`src/rtl/climate_pkg.sv`:
```
// Shared codes for the climate actuator driver: command encodings, duty levels,
// drive FSM state encoding and the request decoder.
package climate_pkg;

  typedef enum logic [1:0] {
    MODE_IDLE   = 2'd0,
    MODE_AUTO   = 2'd1,
    MODE_MANUAL = 2'd2,
    MODE_RSVD   = 2'd3
  } mode_e;

  typedef enum logic [1:0] {
    HCS_HEAT     = 2'd0,
    HCS_COOL     = 2'd1,
    HCS_STOP     = 2'd2,
    HCS_STOP_ALT = 2'd3
  } hcs_e;

  typedef enum logic [1:0] {
    ST_OFF  = 2'd0,
    ST_HEAT = 2'd1,
    ST_COOL = 2'd2,
    ST_DEAD = 2'd3
  } drv_state_e;

  localparam logic [1:0] LEVEL0 = 2'd0;
  localparam logic [1:0] LEVEL1 = 2'd1;
  localparam logic [1:0] LEVEL2 = 2'd2;
  localparam logic [1:0] LEVEL3 = 2'd3;

  // Only AUTO and MANUAL may run actuators; the reserved code behaves as IDLE.
  function automatic logic mode_active(input logic [1:0] mode);
    logic active;
    if ((mode == MODE_AUTO) || (mode == MODE_MANUAL)) begin
      active = 1'b1;
    end else begin
      active = 1'b0;
    end
    return active;
  endfunction

  // A stop request is expressed as ST_OFF.
  function automatic drv_state_e decode_req(input logic [1:0] mode, input logic [1:0] hcs);
    drv_state_e req;
    if (!mode_active(mode) || (hcs == HCS_STOP) || (hcs == HCS_STOP_ALT)) begin
      req = ST_OFF;
    end else if (hcs == HCS_HEAT) begin
      req = ST_HEAT;
    end else begin
      req = ST_COOL;
    end
    return req;
  endfunction

endpackage

```
`src/rtl/climate_actuator_driver_pwm_gen.sv`:
```
// PWM timebase: free-running period counter, wrap strobe, and duty comparisons
// evaluated on the counter's next value so the caller can register aligned outputs.
module pwm_gen
  import climate_pkg::*;
#(
  parameter int unsigned PWM_PERIOD = 100
) (
  input  logic       clk,
  input  logic       reset,
  input  logic [1:0] level_next,
  output logic       wrap,
  output logic       hi_next,
  output logic       purge_next
);

  localparam int unsigned CW  = (PWM_PERIOD > 2) ? $clog2(PWM_PERIOD) : 1;
  localparam int unsigned CW1 = CW + 1;
  localparam logic [CW-1:0] CNT_MAX = CW'(PWM_PERIOD - 1);
  localparam logic [CW-1:0] QUARTER = CW'(PWM_PERIOD / 4);

  logic [CW-1:0] cnt_r;
  logic [CW-1:0] cnt_next_s;
  logic [CW:0]   thresh_s;

  assign wrap       = (cnt_r == CNT_MAX);
  assign cnt_next_s = wrap ? '0 : (cnt_r + CW'(1));
  assign purge_next = (cnt_next_s < QUARTER);
  assign hi_next    = ({1'b0, cnt_next_s} < thresh_s);

  // Duty threshold; one bit wider so level 3 reaches a full period (always high).
  always_comb begin
    case (level_next)
      LEVEL0:  thresh_s = CW1'(PWM_PERIOD / 4);
      LEVEL1:  thresh_s = CW1'(PWM_PERIOD / 2);
      LEVEL2:  thresh_s = CW1'((3 * PWM_PERIOD) / 4);
      default: thresh_s = CW1'(PWM_PERIOD);
    endcase
  end

  // Free-running period counter.
  always_ff @(posedge clk or posedge reset) begin
    if (reset) begin
      cnt_r <= '0;
    end else begin
      cnt_r <= cnt_next_s;
    end
  end

endmodule

```
`src/rtl/climate_actuator_driver.sv`:
```
// Climate actuator driver: dwell/dead-time protected heat/cool FSM, one-step duty
// ramp, and registered glitch-free heater/cooler/fan/humidifier drive.
module climate_actuator_driver
  import climate_pkg::*;
#(
  parameter int unsigned PWM_PERIOD   = 100,
  parameter int unsigned MIN_DWELL    = 1000,
  parameter int unsigned DEAD_TIME    = 200,
  parameter int unsigned RAMP_PERIODS = 4
) (
  input  logic       clk,
  input  logic       reset,
  input  logic [1:0] mode,
  input  logic [1:0] heat_cool_stop,
  input  logic [1:0] level,
  input  logic       ultrasonic_mode,
  output logic       heater_pwm,
  output logic       cooler_pwm,
  output logic       fan_pwm,
  output logic       humidifier_en,
  output logic [1:0] drv_state,
  output logic [1:0] applied_level
);

  localparam int unsigned DW = (MIN_DWELL > 0) ? $clog2(MIN_DWELL + 1) : 1;
  localparam int unsigned TW = (DEAD_TIME > 1) ? $clog2(DEAD_TIME) : 1;
  localparam int unsigned RW = (RAMP_PERIODS > 1) ? $clog2(RAMP_PERIODS) : 1;
  localparam logic [DW-1:0] DWELL_MAX = DW'(MIN_DWELL);
  localparam logic [TW-1:0] DEAD_LAST = TW'(DEAD_TIME - 1);
  localparam logic [RW-1:0] RAMP_LAST = RW'(RAMP_PERIODS - 1);

  drv_state_e    state_r;
  drv_state_e    state_next_s;
  drv_state_e    req_s;
  logic [DW-1:0] dwell_r;
  logic [DW-1:0] dwell_next_s;
  logic [TW-1:0] dead_r;
  logic [TW-1:0] dead_next_s;
  logic [RW-1:0] ramp_r;
  logic [RW-1:0] ramp_next_s;
  logic [1:0]    level_r;
  logic [1:0]    level_next_s;
  logic          wrap_s;
  logic          hi_next_s;
  logic          purge_next_s;
  logic          heater_r;
  logic          cooler_r;
  logic          fan_r;
  logic          hum_r;
  logic          heater_next_s;
  logic          cooler_next_s;
  logic          fan_next_s;
  logic          hum_next_s;

  assign req_s = decode_req(mode, heat_cool_stop);

  pwm_gen #(
    .PWM_PERIOD (PWM_PERIOD)
  ) u_pwm_gen (
    .clk        (clk),
    .reset      (reset),
    .level_next (level_next_s),
    .wrap       (wrap_s),
    .hi_next    (hi_next_s),
    .purge_next (purge_next_s)
  );

  // Drive FSM next state with dwell and dead-time counters.
  always_comb begin
    state_next_s = state_r;
    dwell_next_s = dwell_r;
    dead_next_s  = dead_r;
    case (state_r)
      ST_OFF: begin
        dwell_next_s = '0;
        dead_next_s  = '0;
        if (req_s != ST_OFF) begin
          state_next_s = req_s;
        end else begin
          state_next_s = ST_OFF;
        end
      end
      ST_HEAT, ST_COOL: begin
        // Direction changes are dropped, not queued, until the dwell has elapsed.
        if (dwell_r == DWELL_MAX) begin
          if (req_s != state_r) begin
            state_next_s = ST_DEAD;
            dead_next_s  = '0;
          end else begin
            state_next_s = state_r;
          end
        end else begin
          dwell_next_s = dwell_r + DW'(1);
        end
      end
      ST_DEAD: begin
        if (dead_r == DEAD_LAST) begin
          state_next_s = ST_OFF;
        end else begin
          dead_next_s = dead_r + TW'(1);
        end
      end
      default: begin
        state_next_s = ST_OFF;
      end
    endcase
  end

  // Duty ramp: one step toward the requested level every RAMP_PERIODS wraps.
  always_comb begin
    level_next_s = level_r;
    ramp_next_s  = ramp_r;
    if (state_r == ST_OFF) begin
      level_next_s = LEVEL0;
      ramp_next_s  = '0;
    end else if (wrap_s) begin
      if (level_r == level) begin
        ramp_next_s = '0;
      end else if (ramp_r == RAMP_LAST) begin
        ramp_next_s = '0;
        if (level > level_r) begin
          level_next_s = level_r + 2'd1;
        end else begin
          level_next_s = level_r - 2'd1;
        end
      end else begin
        ramp_next_s = ramp_r + RW'(1);
      end
    end else begin
      level_next_s = level_r;
    end
  end

  // Output decode from next-cycle state so drives line up with drv_state.
  always_comb begin
    heater_next_s = hi_next_s && (state_next_s == ST_HEAT);
    cooler_next_s = hi_next_s && (state_next_s == ST_COOL);
    hum_next_s    = ultrasonic_mode && mode_active(mode) && (state_next_s != ST_DEAD);
    case (state_next_s)
      ST_HEAT, ST_COOL: fan_next_s = hi_next_s;
      ST_DEAD:          fan_next_s = purge_next_s;
      default:          fan_next_s = 1'b0;
    endcase
  end

  // State, counters and registered drive outputs.
  always_ff @(posedge clk or posedge reset) begin
    if (reset) begin
      state_r  <= ST_OFF;
      dwell_r  <= '0;
      dead_r   <= '0;
      ramp_r   <= '0;
      level_r  <= LEVEL0;
      heater_r <= 1'b0;
      cooler_r <= 1'b0;
      fan_r    <= 1'b0;
      hum_r    <= 1'b0;
    end else begin
      state_r  <= state_next_s;
      dwell_r  <= dwell_next_s;
      dead_r   <= dead_next_s;
      ramp_r   <= ramp_next_s;
      level_r  <= level_next_s;
      heater_r <= heater_next_s;
      cooler_r <= cooler_next_s;
      fan_r    <= fan_next_s;
      hum_r    <= hum_next_s;
    end
  end

  assign heater_pwm    = heater_r;
  assign cooler_pwm    = cooler_r;
  assign fan_pwm       = fan_r;
  assign humidifier_en = hum_r;
  assign drv_state     = state_r;
  assign applied_level = level_r;

endmodule
```
`config.mk`:
```
export PLATFORM = sky130hd
export DESIGN_NAME = climate_actuator_driver
export DESIGN_NICKNAME = d
export VERILOG_FILES = /design/src/rtl/climate_pkg.sv /design/src/rtl/climate_actuator_driver_pwm_gen.sv /design/src/rtl/climate_actuator_driver.sv
export SDC_FILE = /design/constraint.sdc
export NUM_CORES = 1
export LEC_CHECK = 0
export CAP_MARGIN = 10
export CORE_ASPECT_RATIO = 1.25
export CORE_MARGIN = 10
export CORE_UTILIZATION = 45
export CTS_CLUSTER_SIZE = 30
export DETAILED_ROUTE_END_ITERATION = 7
export PLACE_DENSITY_LB_ADDON = 0.2
export SLEW_MARGIN = 20
export SYNTH_ARGS = -nofsm -noshare
export SYNTH_HDL_FRONTEND = slang
export SYNTH_SLANG_ARGS = --single-unit
```
`constraint.sdc`:
```
create_clock -name clk -period 6.6 [get_ports clk]
set_clock_uncertainty 0.05 [all_clocks]
set_input_delay 1.32 -clock clk [delete_from_list [all_inputs] [get_ports clk]]
set_output_delay 1.32 -clock clk [all_outputs]
set_load 0.01 [all_outputs]
```
==> PnR_summary.wiki, run 1 <==
{| class="wikitable"
! Metric !! Value
|-
| Status || finished clean
|-
| Cell repeated most along the worst path || sky130_fd_sc_hd__ha_1
|-
| Buffers on Ports || 16
|-
| Longest Clk Path Bufs || 2
|-
| Number of library cell types mapped by synthesis || 48
|-
| Cell breakdown of the critical path || clkdlybuf4s50_1 > inv_1 > ha_1 > nand2_1 > nand4_1 > o21bai_1 > xnor2_1 > or2_2 > ha_1 > o21ai_0 > ha_1 > and3_1 > nand4_1 > o311ai_0 > o41ai_1
|-
| Transition time at the pin with the least slew margin || about 0.63 ns
|-
| Number of global-route vias before repair || between 1500 and 2000
|-
| Worst slew margin relative to its limit || 57.2%
|-
| Kind of end point of the critical path || flip-flop
|-
| Total of max-cap violations || 0
|-
| Total count of max-transition violations in the final report || 0
|-
| Worst-path clk slew || 0.08 ns
|-
| Predominant post-synthesis flop cell || sky130_fd_sc_hd__dfrtp_1
|-
| Flip-flop and latch count after synthesis || 35
|-
| Remaining routing DRC violations || 0
|-
| Die outline area || 0.00839 mm²
|-
| Maximum cell stage delay along the critical path || ~0.57 ns
|-
| Maximum number of pins on one net before global-route repair || 36
|-
| Number of nets with antenna violations after detailed routing || 0
|-
| Post-detailed-route wirelength per cell || around 15 µm
|-
| Overflow left after global routing || 0
|-
| Number of buffers inserted by hold repair at cts || 0
|-
| Total wire length || roughly 4800 µm
|-
| Maximum ir drop on the vdd rail || 0.0911 mV
|-
| Pre-CTS WS || around 1.9 ns
|-
| Leakage power figure || 1.11 nW
|-
| Register area share after synthesis || between 30% and 40%
|-
| Number of non-filler instances in the completed layout || 321
|-
| Buf+Inv Stages, Crit Path || 2
|-
| Worst setup path startpoint || level[0]
|-
| Num ports || 17
|-
| Number of sinks handled by clock tree synthesis || 35
|-
| Unrepaired setup endpoints after global routing || false
|-
| TritonCTS buffer count || 5
|-
| Library cell used as clock root buffer || sky130_fd_sc_hd__clkbuf_8
|-
| Core outline area || ~0.005 mm²
|-
| Tmin final || between 4 and 5 ns
|-
| TritonCTS clock tree || built
|-
| Total track usage || a little under an eighth
|-
| Source of the worst hold timing path || dwell_r[7]
|-
| Synth warn || 0
|-
| Kind of cell with the highest combined delay on the critical path || compound AO/OA/AOI/OAI gates
|-
| Kind of launch point of the worst setup path || input port
|-
| Fraction of registers with async set/reset || 100%
|-
| Classification of the worst setup path || in2reg
|-
| Via Count || between 1500 and 2000
|-
| Minimum hold slack || approximately 0.48 ns
|-
| Cell taking the most area after synthesis || sky130_fd_sc_hd__dfrtp_1
|-
| Antenna diodes || 0
|-
| Reg2reg start || u_pwm_gen.cnt_r[0]
|-
| Post-Syn Nets || 274
|-
| Average size of a mapped cell || 9.50 µm²
|-
| Commonest cells in the netlist || 35 x sky130_fd_sc_hd__dfrtp_1, 23 x sky130_fd_sc_hd__ha_1, 19 x sky130_fd_sc_hd__nor2_1, 16 x sky130_fd_sc_hd__inv_1, 15 x sky130_fd_sc_hd__nand2_1
|-
| Share of the clock period used by the worst path || around two thirds
|-
| Number of nets in the layout || 290
|-
| Top-area cell type share of the netlist area || 38.1%
|-
| Final setup TNS || 0 ns
|-
| Ratio of total power to cell area || about 190 mW/mm²
|-
| Synth top area cells || sky130_fd_sc_hd__dfrtp_1 38%, sky130_fd_sc_hd__ha_1 13%, sky130_fd_sc_hd__nor2_1 3.1%, sky130_fd_sc_hd__a22o_1 3.0%, sky130_fd_sc_hd__nand3_1 3.0%
|-
| Setup slack of the critical path after layout || roughly 2.2 ns
|-
| Die Y-Extent || about 100 µm
|-
| Violation count after the first detailed-routing iteration || 63
|-
| Layout Area Growth over Synthesis || 13.6%
|-
| Required time worst endpoint || around 6.7 ns
|-
| Crit-path slowest cell || sky130_fd_sc_hd__o311ai_0
|-
| Initial DRT Pass Iterations || 4
|-
| Tightest Hold Check Type || reg2reg
|-
| Effective utilization at floorplan || between 40% and 50%
|-
| Initial antenna violation count || 0
|-
| Post-Synthesis Cell Area || 0.00230 mm²
|-
| Average vias per placed instance || 5.71
|-
| Overall die width || roughly 84 µm
|-
| Number of enable-type register cells in the synthesized netlist || 0
|-
| Placer congestion estimate || slightly above 0.9
|-
| Worst-skew pair later-pin latency || 0.29 ns
|-
| Fmax || 228 MHz
|-
| Crit path arrival time || about 4.5 ns
|-
| Global-route wire length before repair || approximately 8000 µm
|-
| Cell with the most instances after synthesis || sky130_fd_sc_hd__dfrtp_1
|-
| Number of cell rows || 29
|-
| Resized cells post-CTS || 0
|-
| Maximum fanout count along the critical path || 3
|-
| Synth Instances || between 200 and 250
|-
| Final HPWL DP || about 3600 µm
|-
| Final count of hold timing violations || 0
|-
| Buffers inserted by post-CTS timing repair || 0
|-
| Share of final-layout standard cells stronger than drive strength 1 || 7.34%
|-
| Inst Count DP || 313
|-
| Setup violation total in the final timing report || 0
|-
| CTS H-tree depth || 2
|}
## cells in the final DEF (no fill, tap or decap), types with 2 or more instances in the layout
cell	synthesis	layout
sky130_fd_sc_hd__o21bai_1	2	2
sky130_fd_sc_hd__xor2_1	5	5
sky130_fd_sc_hd__o2111ai_1	2	2
sky130_fd_sc_hd__ha_1	23	23
sky130_fd_sc_hd__dfrtp_1	35	35
sky130_fd_sc_hd__nor2_1	19	19
sky130_fd_sc_hd__a21oi_1	11	11
sky130_fd_sc_hd__inv_1	16	16
sky130_fd_sc_hd__nand4_1	7	7
sky130_fd_sc_hd__o31ai_1	5	5
sky130_fd_sc_hd__o41ai_1	2	2
sky130_fd_sc_hd__and2_1	2	2
sky130_fd_sc_hd__o21ai_0	13	13
sky130_fd_sc_hd__nor3b_1	3	3
sky130_fd_sc_hd__a22o_1	8	8
sky130_fd_sc_hd__clkdlybuf4s50_1	0	16
sky130_fd_sc_hd__nand3_1	14	14
sky130_fd_sc_hd__o211ai_1	2	2
sky130_fd_sc_hd__or2_2	5	5
sky130_fd_sc_hd__nand2_1	15	15
sky130_fd_sc_hd__or4_1	4	4
sky130_fd_sc_hd__clkbuf_8	2	6
sky130_fd_sc_hd__nor2b_1	5	5
sky130_fd_sc_hd__nand2b_1	6	6
sky130_fd_sc_hd__xnor2_1	6	6
sky130_fd_sc_hd__nor3_1	2	2
## routing by layer
| layer | vias to the layer above | global-route usage (%) | routed length (µm) | part of all wire (%) |
|---|---|---|---|---|
| met1 | 895 | 12.0 | 2050 | 43 |
| met4 | 0 | 4.39 | 65 | 1.4 |
| met5 | - | 0 | 0 | 0 |
| li1 | 909 | - | - | - |
| met3 | 7 | 3.73 | 170 | 3.5 |
| met2 | 21 | 21.1 | 2530 | 53 |
## sequential cells by signal, summed over array words and instances (netlist names)
signal and cells:
applied_level 2, cooler_pwm 1, dead_r 8, drv_state 2, dwell_r 10, fan_pwm 1, heater_pwm 1, humidifier_en 1
ramp_r 2, u_pwm_gen.cnt_r 7
## where the power goes
group | internal (mW) | total (mW) | switching, mW
clock network | 0.122 | 0.208 | 0.0854
registers | 0.218 | 0.222 | 0.00447
logic | 0.0220 | 0.0561 | 0.0341
## kinds of logic after synthesis
kind of cell             synth area share, %
flip-flops                              38.1
XOR/XNOR                                4.19
AND/OR/NAND/NOR                         21.2
multiplexers                           0.925
AO/OA/AOI/OAI                           18.3
adder cells (fa/ha/maj)                 12.5
buffers and inverters                   4.79
## cell type report
| class | count | area (µm²) |
|---|---|---|
| well taps | 62 | 77.6 |
| flip-flops and latches | 35 | 876 |
| clock buffers | 6 | 82.6 |
| multi-input cells | 183 | 1310 |
| inverters | 16 | 60.1 |
| clock inverters | 2 | 35.0 |
| fillers | 466 | 2390 |
| repair buffers | 17 | 168 |
## final timing paths
check / depth (start not counted) / end / slack (ns)
min in group asynchronous: 3 / dwell_r[0] / 1.38
max in group asynchronous: 3 / u_pwm_gen.cnt_r[0] / 4.80
hold / removal: 1 / dwell_r[7] / 0.48
setup reg to reg: 13 / fan_pwm / 3.07
hold reg to reg: 1 / dwell_r[7] / 0.48
setup / recovery: 15 / fan_pwm / 2.22
## through the flow
stage	power [mW]	util, %	area [µm²]
floorplan	0.265	-	2300
global placement	0.283	49.8	2490
detailed placement	0.283	49.8	2490
CTS	0.493	52.2	2610
global route	0.508	52.2	2610
finish	0.486	52.2	2610
No activity file was read; power rests on OpenSTA's default activity.
==> inputs of run 2 (changes only) <==
==> constraint.sdc (replaced) <==
create_clock -name clk -period 4.05 [get_ports clk]
set_clock_uncertainty 0.05 [all_clocks]
set_input_delay 0.81 -clock clk [delete_from_list [all_inputs] [get_ports clk]]
set_output_delay 0.81 -clock clk [all_outputs]
set_load 0.01 [all_outputs]
==> run 2 against run 1 <==
Net effect: first-iteration DRC count fell by 63%; clock power increased by 22%; critical path depth is 1 higher; critical endpoint unchanged; highest routed layer unchanged; largest power group unchanged.
==> PnR_summary.wiki, run 2 (synthesized netlist as in run 1, its figures left out) <==
{| class="wikitable"
! Metric !! Value
|-
| Status || finished clean (unchanged)
|-
| Share of the clock period used by the worst path || 93.5%
|-
| Maximum number of pins on one net before global-route repair || 36 (unchanged)
|-
| Initial DRT Pass Iterations || 4 (unchanged)
|-
| TritonCTS clock tree || built (unchanged)
|-
| Longest Clk Path Bufs || 2 (unchanged)
|-
| Crit path arrival time || 3.90 ns (was 4.49 ns)
|-
| Buffers on Ports || 16 (unchanged)
|-
| Tightest Hold Check Type || reg2reg (unchanged)
|-
| Total track usage || 11.6% (about the same)
|-
| Maximum ir drop on the vdd rail || 0.144 mV (was 0.0911 mV)
|-
| Die outline area || 0.00839 mm² (unchanged)
|-
| Number of sinks handled by clock tree synthesis || 35 (unchanged)
|-
| Average vias per placed instance || 5.63 (was 5.71)
|-
| Die Y-Extent || 99.9 µm (unchanged)
|-
| Layout Area Growth over Synthesis || 12.8% (was 13.6%)
|-
| Classification of the worst setup path || in2reg (unchanged)
|-
| Final HPWL DP || 3610 µm (was 3590 µm)
|-
| Cell breakdown of the critical path || clkdlybuf4s50_1 > inv_1 > ha_1 > nand2_1 > nand4_1 > xor2_1 > or2_2 > inv_1 > ha_1 > inv_1 > ha_1 > a21oi_1 > nor2b_1 > o21ai_0 > o311ai_1 > o41ai_1 (was clkdlybuf4s50_1 > inv_1 > ha_1 > nand2_1 > nand4_1 > o21bai_1 > xnor2_1 > or2_2 > ha_1 > o21ai_0 > ha_1 > and3_1 > nand4_1 > o311ai_0 > o41ai_1)
|-
| Total wire length || 4720 µm (was 4810 µm)
|-
| Effective utilization at floorplan || 45.9% (unchanged)
|-
| Number of nets in the layout || 292 (was 290)
|-
| Total of max-cap violations || 0 (unchanged)
|-
| Layout filler cell count || 479 (was 466)
|-
| Maximum fanout count along the critical path || 4 (was 3)
|-
| Buf+Inv Stages, Crit Path || 4 (was 2)
|-
| Commonest cells after routing, fill and taps aside || 35 x sky130_fd_sc_hd__dfrtp_1, 23 x sky130_fd_sc_hd__ha_1, 19 x sky130_fd_sc_hd__nor2_1 (unchanged)
|-
| Maximum cell stage delay along the critical path || 0.45 ns (was 0.57 ns)
|-
| Overflow left after global routing || 0 (unchanged)
|-
| Flip-flop count of the largest register, all copies and words added || 10 (unchanged)
|-
| Ratio of total power to cell area || 273 mW/mm² (was 186 mW/mm²)
|-
| Fmax || 264 MHz
|-
| Tmin final || roughly 3.8 ns
|-
| Final count of hold timing violations || 0 (unchanged)
|-
| Initial antenna violation count || 0 (unchanged)
|-
| Kind of launch point of the worst setup path || input port (unchanged)
|-
| Final setup TNS || 0 ns (unchanged)
|-
| Kind of cell with the highest combined delay on the critical path || compound AO/OA/AOI/OAI gates (unchanged)
|-
| Core outline area || 0.00501 mm² (unchanged)
|-
| Via Count || 1818 (was 1832)
|-
| Num ports || 17 (unchanged)
|-
| Post-detailed-route wirelength per cell || 14.6 µm (was 15.0 µm)
|-
| Top reg by flops || dwell_r (unchanged)
|-
| Most common library cell in the layout ignoring fill and taps || sky130_fd_sc_hd__dfrtp_1 (unchanged)
|-
| Total area of multi-input combinational cells || 0.00131 mm² (unchanged)
|-
| Crit-path slowest cell || sky130_fd_sc_hd__clkdlybuf4s50_1 (was sky130_fd_sc_hd__o311ai_0)
|-
| Overall die width || 83.9 µm (unchanged)
|-
| Worst slew margin relative to its limit || 60.2% (was 57.2%)
|-
| Seq. cell area || 876 µm² (unchanged)
|-
| Number of buffers inserted by hold repair at cts || 0 (unchanged)
|-
| Library cell used as clock root buffer || sky130_fd_sc_hd__clkbuf_8 (unchanged)
|-
| Worst-skew pair later-pin latency || 0.29 ns (about the same)
|-
| Kind of end point of the critical path || flip-flop (unchanged)
|-
| Transition time at the pin with the least slew margin || 0.595 ns (was 0.634 ns)
|-
| Number of global-route vias before repair || 1885 (was 1783)
|-
| Violation count after the first detailed-routing iteration || 23 (was 63)
|-
| CTS H-tree depth || 2 (unchanged)
|-
| Number of cell rows || 29 (unchanged)
|-
| Number of nets with antenna violations after detailed routing || 0 (unchanged)
|-
| Worst-path clk slew || 0.07 ns (was 0.08 ns)
|-
| Share of final-layout standard cells stronger than drive strength 1 || 7.66% (was 7.34%)
|-
| TritonCTS buffer count || 5 (unchanged)
|-
| Antenna diodes || 0 (unchanged)
|-
| Global-route wire length before repair || 8250 µm (was 8140 µm)
|-
| Post-Route Utilization || 51.8% (was 52.2%)
|-
| Placer congestion estimate || 0.909 (was 0.920)
|-
| Leakage power figure || 1.10 nW (was 1.11 nW)
|-
| Largest registers || dwell_r (10), dead_r (8), u_pwm_gen.cnt_r (7) (unchanged)
|-
| Total count of max-transition violations in the final report || 0 (unchanged)
|-
| Remaining routing DRC violations || 0 (unchanged)
|-
| Unrepaired setup endpoints after global routing || false (unchanged)
|-
| Setup violation total in the final timing report || 0 (unchanged)
|-
| Required time worst endpoint || 4.16 ns (was 6.71 ns)
|}
==> run 2: changes by cell type in the layout (fill, tap and decap cells not counted), sizes merged <==
cell and delta:
bufinv -1, buf +2, clkinvlp +1
==> run 2: area by class of cell <==
class / count / share of cell area (%)
timing repair buffer: 19 / 7.04
sequential: 35 / 33.8
inverter: 16 / 2.31
tap: 62 / 2.99
clock inverter: 2 / 0.482
multi-input combinational: 183 / 50.6
clock buffer: 6 / 2.80
==> run 2: final timing paths <==
kind	from	to	slack [ns]	cells after the start
setup / recovery	level[0]	fan_pwm	0.27	16
hold / removal	u_pwm_gen.cnt_r[0]	u_pwm_gen.cnt_r[0]	0.48	1
setup reg to reg	u_pwm_gen.cnt_r[0]	fan_pwm	0.58	14
hold reg to reg	u_pwm_gen.cnt_r[0]	u_pwm_gen.cnt_r[0]	0.48	1
max in group asynchronous	reset	dead_r[4]	2.77	3
min in group asynchronous	reset	dwell_r[0]	0.87	3
==> run 2: power breakdown <==
group          switching (mW)  internal [mW]
combinational          0.0546         0.0377
sequential            0.00729          0.355
clock                   0.134          0.120
total                   0.196          0.513
==> run 2: what timing repair did <==
action | in CTS | in global routing
buffers inserted | 0 | 0
setup endpoints to repair | 0 | 3
gates resized for setup | 0 | 1
==> run 2: stage by stage <==
| step | total power, mW | std cells | area (µm²) | setup slack (ns) | hold WS (ns) |
|---|---|---|---|---|---|
| floorplan | 0.432 | 242 | 2300 | 0.673 | 0.413 |
| global placement | 0.462 | 315 | 2510 | -0.0533 | 0.472 |
| detailed placement | 0.463 | 315 | 2510 | -0.130 | 0.475 |
| CTS | 0.720 | 323 | 2590 | 0.186 | 0.484 |
| global route | 0.746 | 323 | 2590 | 0.0192 | 0.507 |
| finish | 0.709 | 323 | 2590 | 0.265 | 0.484 |
==> run 2: metal layers <==
metal	GRT usage (%)	routed length, µm	up-vias
met5	0	0	-
met4	5.81	124	0
met3	2.43	151	10
met2	21.8	2500	21
met1	11.8	1940	877
li1	-	-	910
==> inputs of run 3 (changes only) <==
--- a/config.mk
+++ b/config.mk
@@ -12,7 +12,6 @@
 export CTS_CLUSTER_SIZE = 30
 export DETAILED_ROUTE_END_ITERATION = 7
 export PLACE_DENSITY_LB_ADDON = 0.2
-export SLEW_MARGIN = 20
 export SYNTH_ARGS = -nofsm -noshare
 export SYNTH_HDL_FRONTEND = slang
 export SYNTH_SLANG_ARGS = --single-unit
==> results of run 3 <==
Final layout, timing and power as in run 2 (identical DEF).
